File: src/rtl/seq_pkg.sv
// Shared types and constants for the instruction sequencer: FSM states,
// instruction field widths, the HALT opcode and the flag bit layout.
package seq_pkg;
  typedef enum logic [2:0] {
    S_IDLE   = 3'd0,
    S_FETCH  = 3'd1,
    S_DECODE = 3'd2,
    S_EXEC   = 3'd3,
    S_HALT   = 3'd4
  } state_e;

  localparam int INSTR_W = 15;
  localparam int OP_W    = 7;
  localparam int LIT_W   = 8;
  localparam int FLAG_W  = 4;

  localparam logic [OP_W-1:0] OP_HALT = 7'h7F;
  localparam int ALU_CLASS_BIT = 6;

  localparam int FLAG_Z = 3;
  localparam int FLAG_N = 2;
  localparam int FLAG_C = 1;
  localparam int FLAG_V = 0;

  // ALU-class instructions are the ones with the class bit clear.
  function automatic logic is_alu_op(input logic [OP_W-1:0] op);
    return ~op[ALU_CLASS_BIT];
  endfunction
endpackage

File: src/rtl/exec_sequencer_if.sv
// Instruction-memory fetch handshake between the sequencer (master) and
// the instruction memory (slave).
interface exec_sequencer_if;
   import seq_pkg::*;

   logic               imem_req;
   logic               imem_valid;
   logic [INSTR_W-1:0] imem_data;

   modport master (output imem_req, input imem_valid, input imem_data);
   modport slave  (input imem_req, output imem_valid, output imem_data);
endinterface

File: src/rtl/seq_status_reg.sv
// Registered {Z,N,C,V} status flags with a write-enable; holds otherwise.
module seq_status_reg
   import seq_pkg::*;
(
   input  logic              clk,
   input  logic              rst_n,
   input  logic              we_i,
   input  logic [FLAG_W-1:0] flags_i,
   output logic [FLAG_W-1:0] flags_o
);
   logic [FLAG_W-1:0] flags_q;

   always_ff @(posedge clk or negedge rst_n) begin
      if (!rst_n)    flags_q <= '0;
      else if (we_i) flags_q <= flags_i;
   end

   assign flags_o = flags_q;
endmodule

File: src/rtl/exec_sequencer.sv
// Fetch/decode/execute sequencer: drives the instruction fetch handshake,
// latches the instruction, strobes execution and tracks pc and retire count.
module exec_sequencer
   import seq_pkg::*;
#(
   parameter int PC_W  = 8,
   parameter int CNT_W = 16
) (
   input  logic               clk,
   input  logic               rst_n,
   input  logic               run,
   input  logic               step,
   input  logic               halt_req,
   exec_sequencer_if.master   imem,
   input  logic               l_pc,
   input  logic [FLAG_W-1:0]  alu_flags,
   output logic [PC_W-1:0]    pc,
   output logic [OP_W-1:0]    opcode,
   output logic [LIT_W-1:0]   literal,
   output logic [FLAG_W-1:0]  status_flags,
   output logic               exec_en,
   output logic               busy,
   output logic               halted,
   output logic [CNT_W-1:0]   instr_count
);
   state_e             state_q, state_d;
   logic               step_mode_q, step_mode_d;
   logic [PC_W-1:0]    pc_q, pc_d;
   logic [OP_W-1:0]    opcode_q, opcode_d;
   logic [LIT_W-1:0]   literal_q, literal_d;
   logic [CNT_W-1:0]   cnt_q, cnt_d;
   logic               flags_we;

   always_ff @(posedge clk or negedge rst_n) begin
      if (!rst_n) begin
         state_q     <= S_IDLE;
         step_mode_q <= 1'b0;
      end else begin
         state_q     <= state_d;
         step_mode_q <= step_mode_d;
      end
   end

   // Step pulses outside IDLE never reach here, so they cannot queue up.
   always_comb begin
      state_d     = state_q;
      step_mode_d = step_mode_q;
      unique case (state_q)
         S_IDLE: begin
            if (run) begin
               state_d     = S_FETCH;
               step_mode_d = 1'b0;
            end else if (step) begin
               state_d     = S_FETCH;
               step_mode_d = 1'b1;
            end
         end
         S_FETCH:  if (imem.imem_valid) state_d = S_DECODE;
         S_DECODE: state_d = S_EXEC;
         S_EXEC: begin
            if (halt_req || opcode_q == OP_HALT) state_d = S_HALT;
            else if (step_mode_q || !run)         state_d = S_IDLE;
            else                                  state_d = S_FETCH;
         end
         S_HALT:   state_d = S_HALT;
         default:  state_d = S_IDLE;
      endcase
   end

   always_comb begin
      imem.imem_req = (state_q == S_FETCH);
      exec_en       = (state_q == S_EXEC);
      busy          = (state_q == S_FETCH) || (state_q == S_DECODE) || (state_q == S_EXEC);
      halted        = (state_q == S_HALT);
   end

   always_comb begin
      pc_d      = pc_q;
      opcode_d  = opcode_q;
      literal_d = literal_q;
      cnt_d     = cnt_q;
      if (state_q == S_FETCH && imem.imem_valid) begin
         opcode_d  = imem.imem_data[INSTR_W-1:LIT_W];
         literal_d = imem.imem_data[LIT_W-1:0];
      end
      if (state_q == S_EXEC) begin
         pc_d  = l_pc ? PC_W'(literal_q) : pc_q + 1'b1;
         cnt_d = (cnt_q == '1) ? cnt_q : cnt_q + 1'b1;
      end
   end

   always_ff @(posedge clk or negedge rst_n) begin
      if (!rst_n) begin
         pc_q      <= '0;
         opcode_q  <= '0;
         literal_q <= '0;
         cnt_q     <= '0;
      end else begin
         pc_q      <= pc_d;
         opcode_q  <= opcode_d;
         literal_q <= literal_d;
         cnt_q     <= cnt_d;
      end
   end

   assign flags_we = (state_q == S_EXEC) && is_alu_op(opcode_q);

   seq_status_reg u_status (
      .clk     (clk),
      .rst_n   (rst_n),
      .we_i    (flags_we),
      .flags_i (alu_flags),
      .flags_o (status_flags)
   );

   assign pc          = pc_q;
   assign opcode      = opcode_q;
   assign literal     = literal_q;
   assign instr_count = cnt_q;
endmodule

File: src/flat_wrapper.sv
// flat-port wrapper written by rule: the top's interface ports become plain ports
module exec_sequencer_flat import seq_pkg::*;
#(
   parameter int PC_W  = 8,
   parameter int CNT_W = 16
)
  (clk, rst_n, run, step, halt_req, l_pc, alu_flags, pc, opcode, literal, status_flags, exec_en, busy, halted, instr_count, imem_imem_req, imem_imem_valid, imem_imem_data);
  exec_sequencer_if imem_i ();
  input  logic clk;
  input  logic rst_n;
  input  logic run;
  input  logic step;
  input  logic halt_req;
  input  logic l_pc;
  input  logic [FLAG_W-1:0] alu_flags;
  output logic [PC_W-1:0] pc;
  output logic [OP_W-1:0] opcode;
  output logic [LIT_W-1:0] literal;
  output logic [FLAG_W-1:0] status_flags;
  output logic exec_en;
  output logic busy;
  output logic halted;
  output logic [CNT_W-1:0] instr_count;
  output wire logic [$bits(imem_i.imem_req)-1:0] imem_imem_req;
  input wire logic [$bits(imem_i.imem_valid)-1:0] imem_imem_valid;
  input wire logic [$bits(imem_i.imem_data)-1:0] imem_imem_data;
  assign imem_imem_req = imem_i.imem_req;
  assign imem_i.imem_valid = imem_imem_valid;
  assign imem_i.imem_data = imem_imem_data;
  exec_sequencer #(.PC_W(PC_W), .CNT_W(CNT_W)) u_core (.clk(clk), .rst_n(rst_n), .run(run), .step(step), .halt_req(halt_req), .imem(imem_i), .l_pc(l_pc), .alu_flags(alu_flags), .pc(pc), .opcode(opcode), .literal(literal), .status_flags(status_flags), .exec_en(exec_en), .busy(busy), .halted(halted), .instr_count(instr_count));
endmodule
File: config.mk
export PLATFORM = sky130hd
export DESIGN_NAME = exec_sequencer_flat
export DESIGN_NICKNAME = d
export VERILOG_FILES = /design/src/rtl/seq_pkg.sv /design/src/rtl/exec_sequencer_if.sv /design/src/rtl/seq_status_reg.sv /design/src/rtl/exec_sequencer.sv /design/src/flat_wrapper.sv
export SDC_FILE = /design/constraint.sdc
export NUM_CORES = 1
export LEC_CHECK = 0
export ABC_AREA = 1
export BUFFER_PORTS_ARGS = -buffer_cell sky130_fd_sc_hd__buf_4
export CAP_MARGIN = 20
export CORE_AREA = 2 2 78 80
export CTS_CLUSTER_DIAMETER = 100
export DETAILED_ROUTE_END_ITERATION = 16
export DIE_AREA = 0 0 80 82
export GPL_ROUTABILITY_DRIVEN = 0
export PLACE_DENSITY = 0.8
export SLEW_MARGIN = 10
export SYNTH_ARGS = -nofsm -noshare
export SYNTH_HDL_FRONTEND = slang
export SYNTH_SLANG_ARGS = --single-unit
File: constraint.sdc
create_clock -name clk -period 1.76 [get_ports clk]
set_clock_uncertainty 0.2 [all_clocks]
set_input_delay 0.176 -clock clk [delete_from_list [all_inputs] [get_ports clk]]
set_output_delay 0.176 -clock clk [all_outputs]
set_load 0.02 [all_outputs]
==> impl_metrics.yaml, run 1 <==
timing:
  final_hold_viol_count: 0
  worst_slew_pin_slew_ps: 595
  slew_headroom_pct: 60.4
  fin_crit_sh_pct: 96.9
  setup_tns_ps: 0
  finalMaxSlewViolations: 0
  holdWs_ps: 53.1
  fin_crit_ps: 1700
  layout_setup_ws_ps: 55.4
  setup_violations: 0
  max_freq_ghz: 0.587
routing:
  wl_per_cell_um: 14.0
  drc: 0
  num_vias: 2840
  drt_iter0_markers: 168
  viasPerCell: 5.08
  ant_nets: 0
  wl_um: 7810
  first_pass_iters: 4
placement:
  place_area_sq_um: 3400
  dp.final_hpwl_um: 5030
  pre_cts_slack_ps: -447
  io_buffers: 72
die:
  io-pin-count: 73
  die_area_sq_um: 6560
  die_h_um: 82
  row_count: 28
  die_w_um: 80
  coreArea_sq_um: 5750
  start_util_pct: 44.8
finish:
  final_nets: 511
  final_area_sq_um: 3900
  drive_above_1_share_pct: 32.4
  insertedDiodeCount: 0
  syn_to_final_growth_pct: 51.5
worst_setup_path:
  critPathKind: "flop to primary output"
  start_kind: "flop"
  end_kind: "primary output"
  worstPathRequired_ps: 1380
  cp.arrival_ps: 1330
  cp_max_fo: 4
clock_network:
  cts_buffers: 5
  clk_latency_ps: 310
  clockBufferDepth: 2
  clockRootBuffer: "clkbuf_8"
  cts_tree: "built"
  cts.sinks: 47
  htreeDepth: 2
  clk_pin_slew_ps: 80
logic_synthesis:
  ys_types: 28
  synth_area_leader_cell: "dfrtp_1"
  synth_warnings: 0
  synthDominantCellAreaShare_pct: 45.7
  syn_area_sq_um: 2580
  avgSynthCellArea_sq_um: 7.45
  synth_cells: 346
  synth_nets: 374
  ys_seq_area_share_pct: 45.7
  synth_seq_cells: 47
  synth_area_leaders: "dfrtp_1, nand2_1, nand3_1"
flow_run:
  max-cap-violations: 0
global_routing:
  grt_usage_pct: 24.5
  first_global_vias: 2764
  grt_overflow: 0
  grt_first_pass_wirelength_um: 12600
  grt_max_degree: 48
  antenna_found_initial: 0
power:
  p_leak_nw: 2.00
  powerDensity_nw_per_um2: 1440
  power_w: 0.00562
  irDropWorstVdd_mv: 1.01
outcome:
  status: "finished clean"
worst_hold_path:
  hp-class: "primary input to flop"
==> cells in the mapped netlist, drive strengths merged <==
cell    count
a21oi      10
a31oi       1
buf         6
clkbuf      1
clkinv      1
dfrtp      47
ha          2
inv        35
nand2     139
nand3      30
nand3b      1
nand4       7
nor2       34
o21a        1
o21ai      26
o21bai      1
xnor2       2
xor2        2
==> logic make-up (layout without fill, tap and decap cells) <==
kind of cell | Yosys count | in the layout | synth area share (%)
compound gates | 39 | 40 | 9.42
xor+xnor | 4 | 4 | 1.36
fa+ha+maj | 2 | 2 | 0.971
buf+inv | 43 | 179 | 7.14
flops | 47 | 47 | 45.7
simple gates | 211 | 212 | 35.5
==> area by class of cell <==
cell class / count / area [sq um]
clock buffer: 6 / 82.6
clock inverter: 2 / 35.0
tap: 75 / 93.8
sequential: 47 / 1180
fill: 467 / 1840
timing repair buffer: 135 / 1100
inverter: 36 / 143
multi-input combinational: 258 / 1270
==> where the power goes <==
part           total (W)  switching, W  internal, W
combinational    0.00299       0.00174      0.00124
sequential       0.00179      0.000334      0.00146
clock           0.000836      0.000376     0.000460
==> metrics by stage <==
step	utilization, %	instances
4_1_cts	66.7	554
5_1_grt	67.9	559
3_5_place_dp	59.2	516
6_report	67.9	559
3_3_place_gp	59.2	516
2_1_floorplan	-	346
==> critical path, cell delays in order, from the launching register on <==
cell     delay, ps
dfrtp_1        430
buf_4          150
buf_4          130
inv_1          100
nor2_1          60
buf_4          150
==> routing by layer <==
layer	track usage, %	up-vias	part of all wire, %
li1	-	1375	-
met5	0	-	0
met1	29.4	1351	41
met3	5.60	14	6.2
met4	7.63	0	1.4
met2	43.8	100	51
==> path summary, 6_finish.rpt <==
| check | startpoint | endpoint | slack [ps] | depth (start not counted) |
|---|---|---|---|---|
| worst max-delay path | u_core.state_q[2] | halted | 60 | 5 |
| worst min-delay path | halt_req | u_core.state_q[2] | 50 | 5 |
| worst max register to register | u_core.instr_count[0] | u_core.instr_count[2] | 90 | 7 |
| worst min register to register | u_core.u_status.flags_o[3] | u_core.u_status.flags_o[3] | 280 | 2 |
| max in group asynchronous | rst_n | u_core.instr_count[0] | 720 | 2 |
| min in group asynchronous | rst_n | u_core.instr_count[11] | 210 | 2 |
==> placed cells by master (no fill, tap or decap), drive strengths merged <==
| master | Yosys | routed |
|---|---|---|
| a31oi | 1 | 1 |
| o21ai | 26 | 27 |
| nor2 | 34 | 35 |
| a21oi | 10 | 10 |
| xnor2 | 2 | 2 |
| ha | 2 | 2 |
| bufinv | 0 | 1 |
| o21bai | 1 | 1 |
| nand3 | 30 | 30 |
| dfrtp | 47 | 47 |
| buf | 6 | 112 |
| xor2 | 2 | 2 |
| o21a | 1 | 1 |
| nand4 | 7 | 7 |
| clkbuf | 1 | 6 |
| inv | 35 | 35 |
| nand3b | 1 | 1 |
| dlygate4sd3 | 0 | 23 |
| clkinv | 1 | 2 |
| nand2 | 139 | 139 |
==> timing repair <==
| action | CTS | global route |
|---|---|---|
| endpoints found under the setup margin | 18 | 22 |
| gates cloned | 1 | 1 |
| gates resized for setup | 6 | 8 |
| endpoints found under the hold margin | 68 | 0 |
| pin swaps | 3 | 3 |
| hold buffers | 23 | 0 |
| buffers inserted | 6 | 4 |
==> registers in the layout, indices dropped and copies added, names as in the netlist <==
register / count
u_core.u_status.flags_o: 4
u_core.literal: 8
u_core.state_q: 3
u_core.step_mode_q: 1
u_core.pc: 8
u_core.instr_count: 16
u_core.opcode: 7
(Power assumes the default switching activity.)
==> inputs of run 2 (changes only) <==
- BUFFER_PORTS_ARGS: -buffer_cell sky130_fd_sc_hd__buf_4 -> -buffer_cell sky130_fd_sc_hd__buf_2
==> impl_metrics.yaml, run 2 (synthesis results as in run 1) <==
power:
  p_switching_w: 0.00246
  clkPwrFrac_pct: 12.4
  seqPwrFrac_pct: 34.5
  irDropWorstVdd_mv: 1.07
  internal-power_w: 0.00277
  powerDensity_nw_per_um2: 1410
  switching_share_pct: 47.1
  p_leak_nw: 1.94
  combPwrFrac_pct: 53.2
die:
  die_area_sq_um: 6560
  die_h_um: 82
  die_w_um: 80
  io-pin-count: 73
  row_count: 28
  coreArea_sq_um: 5750
  start_util_pct: 44.8
finish:
  final_area_sq_um: 3690
  nFillCells: 488
  largest_register_ffs: 16
  final_cell_mix: "nand2_1, buf_2, dfrtp_1"
  instances_no_fill: 558
  multi_input_area_sq_um: 1280
  post-route-util_pct: 64.3
  final_nets: 510
  final_common_cell: "nand2_1"
  insertedDiodeCount: 0
  drive_above_1_share_pct: 32.3
  regArea_sq_um: 1180
  syn_to_final_growth_pct: 43.4
routing:
  num_vias: 2927
  viasPerCell: 5.25
  ant_nets: 0
  drt_iter0_markers: 172
  wl_per_cell_um: 14.4
  drc: 0
  wl_um: 8030
  first_pass_iters: 5
timing:
  rsz0062_at_grt: "true"
  max_freq_ghz: 0.591
  fin_crit_ps: 1690
  setup_violations: 0
  finalMaxSlewViolations: 0
  slew_headroom_pct: 66.9
  fin_crit_sh_pct: 96.1
  final_hold_viol_count: 0
  worst_slew_pin_slew_ps: 496
worst_setup_path:
  worstPathRequired_ps: 1380
  start_kind: "flop"
  path_cells: "inv_1, nor2_4, nand2_4, buf_6, inv_8, buf_4"
  cp_max_fo: 7
  cp.arrival_ps: 1320
  end_kind: "primary output"
  critPathKind: "flop to primary output"
  cpMaxStageDelayCell: "dfrtp_1"
  max_stage_delay_ps: 360
  reg2reg_slack_ps: 110
global_routing:
  first_global_vias: 2729
  grt_max_degree: 23
  grt_usage_pct: 24.1
  antenna_found_initial: 0
  grt_overflow: 0
  grt_first_pass_wirelength_um: 12400
clock_network:
  cts_tree: "built"
  clk_pin_slew_ps: 90
  cts_buffers: 5
  cts.sinks: 47
  clockBufferDepth: 2
  clk_latency_ps: 310
  htreeDepth: 2
  clockRootBuffer: "clkbuf_8"
placement:
  io_buffers: 72
  placed_cells: 519
  dp.final_hpwl_um: 5090
  place_area_sq_um: 3230
worst_hold_path:
  hp-class: "primary input to flop"
outcome:
  status: "finished clean"
flow_run:
  max-cap-violations: 0
-- run 2: changes by cell type in the layout (fill, tap and decap cells not counted), sizes merged --
cell | before | now
bufinv | 1 | 0
dlygate4sd3 | 23 | 22
clkinvlp | 0 | 1
-- run 2: worst paths after layout --
kind,startpoint,end,depth (start not counted)
worst max register to register,u_core.instr_count[1],u_core.instr_count[6],7
worst max-delay path,u_core.state_q[0],exec_en,6
worst min-delay path,step,u_core.step_mode_q,4
worst min register to register,u_core.u_status.flags_o[0],u_core.u_status.flags_o[0],2
max in group asynchronous,rst_n,u_core.opcode[6],3
min in group asynchronous,rst_n,u_core.instr_count[14],2
-- run 2: cell type report --
cell class | count | share of cell area (%)
multi-input combinational | 258 | 34.7
sequential | 47 | 31.9
timing repair buffer | 134 | 24.6
inverter | 36 | 3.93
tap | 75 | 2.54
clock buffer | 6 | 1.96
clock inverter | 2 | 0.339
-- run 2: power by group through the flow --
| stage | combinational, W | sequential (W) | clock (W) |
|---|---|---|---|
| global route | 0.00304 | 0.00183 | 0.000705 |
| floorplan | 0.00110 | 0.00217 | 0 |
| detailed placement | 0.00233 | 0.00178 | 0 |
| global placement | 0.00227 | 0.00177 | 0 |
| finish | 0.00278 | 0.00180 | 0.000647 |
| CTS | 0.00245 | 0.00178 | 0.000666 |
-- run 2: routing by layer --
layer | track usage [%] | up-vias | part of all wire [%]
met3 | 4.62 | 19 | 7.0
met2 | 41.9 | 161 | 50
met1 | 29.4 | 1375 | 40
met4 | 10.3 | 0 | 2.5
met5 | 0 | - | 0
li1 | - | 1372 | -
-- run 2: what timing repair did --
item                                    4_1_cts  5_1_grt
endpoints found under the hold margin        40        0
hold buffers                                 22        0
cloned                                        0        2
buffers inserted                              2        5
endpoints found under the setup margin       22       34
resized for setup                             8       13
pin swaps                                     7        4
-- run 2: stage by stage --
| step | TNS (ps) | total power (W) | worst slack (ps) | hold slack (ps) |
|---|---|---|---|---|
| 6_report | 0 | 0.00523 | 68.7 | 19.6 |
| 3_3_place_gp | -4530 | 0.00404 | -374 | -29.9 |
| 3_5_place_dp | -5320 | 0.00411 | -429 | -30.3 |
| 5_1_grt | -3.86 | 0.00558 | -3.86 | 43.0 |
| 4_1_cts | -344 | 0.00489 | -56.3 | 1.93 |
| 2_1_floorplan | 0 | 0.00327 | 12.1 | -320 |
-- run 2: worst max-delay path, delay by kind of cell, from the launching register on --
family                 cells  cell delay, ps
and+or+nand+nor            2             240
DFF                        1             360
buffers and inverters      4             410
==> inputs of run 3 (changes only) <==
- BUFFER_PORTS_ARGS: -buffer_cell sky130_fd_sc_hd__buf_2 -> default
- CORE_AREA: 2 2 78 80 -> 2 2 72 74
- DIE_AREA: 0 0 80 82 -> 0 0 74 76
- DONT_BUFFER_PORTS: default -> 1
- PLACE_DENSITY: 0.8 -> 0.77
==> impl_metrics.yaml, run 3 (synthesis results as in run 1) <==
die:
  coreArea_sq_um: 4910
  die_h_um: 76
  die_w_um: 74
  row_count: 26
  die_area_sq_um: 5620
  start_util_pct: 52.4
  io-pin-count: 73
global_routing:
  first_global_vias: 2369
  grt_max_degree: 48
  grt_overflow: 0
  grt_usage_pct: 24.1
  grt_first_pass_wirelength_um: 10800
  antenna_found_initial: 0
routing:
  wl_per_cell_um: 14.0
  num_vias: 2473
  drc: 0
  ant_nets: 0
  drt_iter0_markers: 129
  first_pass_iters: 4
  wl_um: 6580
  viasPerCell: 5.26
power:
  p_leak_nw: 1.59
  irDropWorstVdd_mv: 1.04
  powerDensity_nw_per_um2: 1430
finish:
  insertedDiodeCount: 0
  final_area_sq_um: 3270
  final_cell_mix: "nand2_1, dfrtp_1, inv_1"
  final_common_cell: "nand2_1"
  post-route-util_pct: 66.6
  final_nets: 427
  largest_register_ffs: 16
  drive_above_1_share_pct: 17.3
  nFillCells: 408
  syn_to_final_growth_pct: 27.0
worst_setup_path:
  start_kind: "flop"
  end_kind: "primary output"
  critPathKind: "flop to primary output"
  cp.arrival_ps: 1320
  worstPathRequired_ps: 1380
  cp_max_fo: 8
timing:
  holdWs_ps: 31.9
  fin_crit_sh_pct: 96.3
  max_freq_ghz: 0.590
  slew_headroom_pct: 68.2
  fin_crit_ps: 1690
  rsz0062_at_grt: "false"
  finalMaxSlewViolations: 0
  setup_violations: 0
  final_hold_viol_count: 0
  worst_slew_pin_slew_ps: 475
clock_network:
  clockBufferDepth: 2
  cts_buffers: 5
  cts_tree: "built"
  cts.sinks: 47
  clockRootBuffer: "clkbuf_8"
  clk_pin_slew_ps: 100
  clk_latency_ps: 310
  htreeDepth: 2
outcome:
  status: "finished clean"
worst_hold_path:
  hp-class: "primary input to flop"
placement:
  place_area_sq_um: 2820
  dp.final_hpwl_um: 4380
  io_buffers: 0
flow_run:
  max-cap-violations: 0
## run 3: per-stage QoR
stage / setup WS, ps / cells / total power, W / TNS, ps
final: 66.0 / 470 / 0.00469 / 0
after global routing: 4.69 / 470 / 0.00504 / 0
after CTS: -22.0 / 466 / 0.00456 / -22.0
after detailed placement: 91.0 / 432 / 0.00375 / 0
after global placement: 123 / 432 / 0.00366 / 0
after floorplan: 12.1 / 346 / 0.00327 / 0
## run 3: worst paths after layout
path / end / depth (start not counted) / from / slack, ps
max: imem_imem_req / 5 / u_core.state_q[0] / 70
min in group asynchronous: u_core.pc[6] / 2 / rst_n / 150
max reg2reg: u_core.instr_count[11] / 9 / u_core.instr_count[0] / 100
min reg2reg: u_core.pc[0] / 2 / u_core.pc[0] / 370
min: u_core.pc[7] / 4 / l_pc / 30
max in group asynchronous: u_core.pc[0] / 2 / rst_n / 970
## run 3: final cells by class
cell class / instances / area (sq um) / share of cell area, %
multi-input cells: 257 / 1260 / 38.4
flip-flops and latches: 47 / 1180 / 36.0
repair buffers: 52 / 504 / 15.4
inverters: 36 / 143 / 4.36
well taps: 70 / 87.6 / 2.68
clock buffers: 5 / 68.8 / 2.10
clock inverters: 3 / 31.3 / 0.956
## run 3: what timing repair did
item,in CTS,in global routing
endpoints found under the hold margin,74,13
gates resized for setup,2,10
pin swaps,0,1
setup endpoints to repair,2,10
hold buffers,26,1
setup buffers,0,2
gates cloned,0,1
## run 3: worst max-delay path, cell delays in order (launching register included)
cell,delay [ps]
dfrtp_1,390
inv_1,90
nor2_4,130
nand2_1,120
inv_4,130
buf_6,160
## run 3: per-layer routing
| layer | vias to the layer above | GRT usage [%] | wire, um | part of all wire [%] |
|---|---|---|---|---|
| met1 | 1162 | 31.1 | 2680 | 41 |
| met3 | 11 | 5.69 | 417 | 6.3 |
| li1 | 1214 | - | - | - |
| met5 | - | 0 | 0 | 0 |
| met2 | 86 | 39.6 | 3370 | 51 |
| met4 | 0 | 7.82 | 113 | 1.7 |
## run 3: where the power goes
part	switching (W)	total, W	internal, W
Sequential	0.000729	0.00219	0.00146
Clock	0.000431	0.000736	0.000305
Combinational	0.00113	0.00177	0.000645
Total	0.00229	0.00469	0.00241
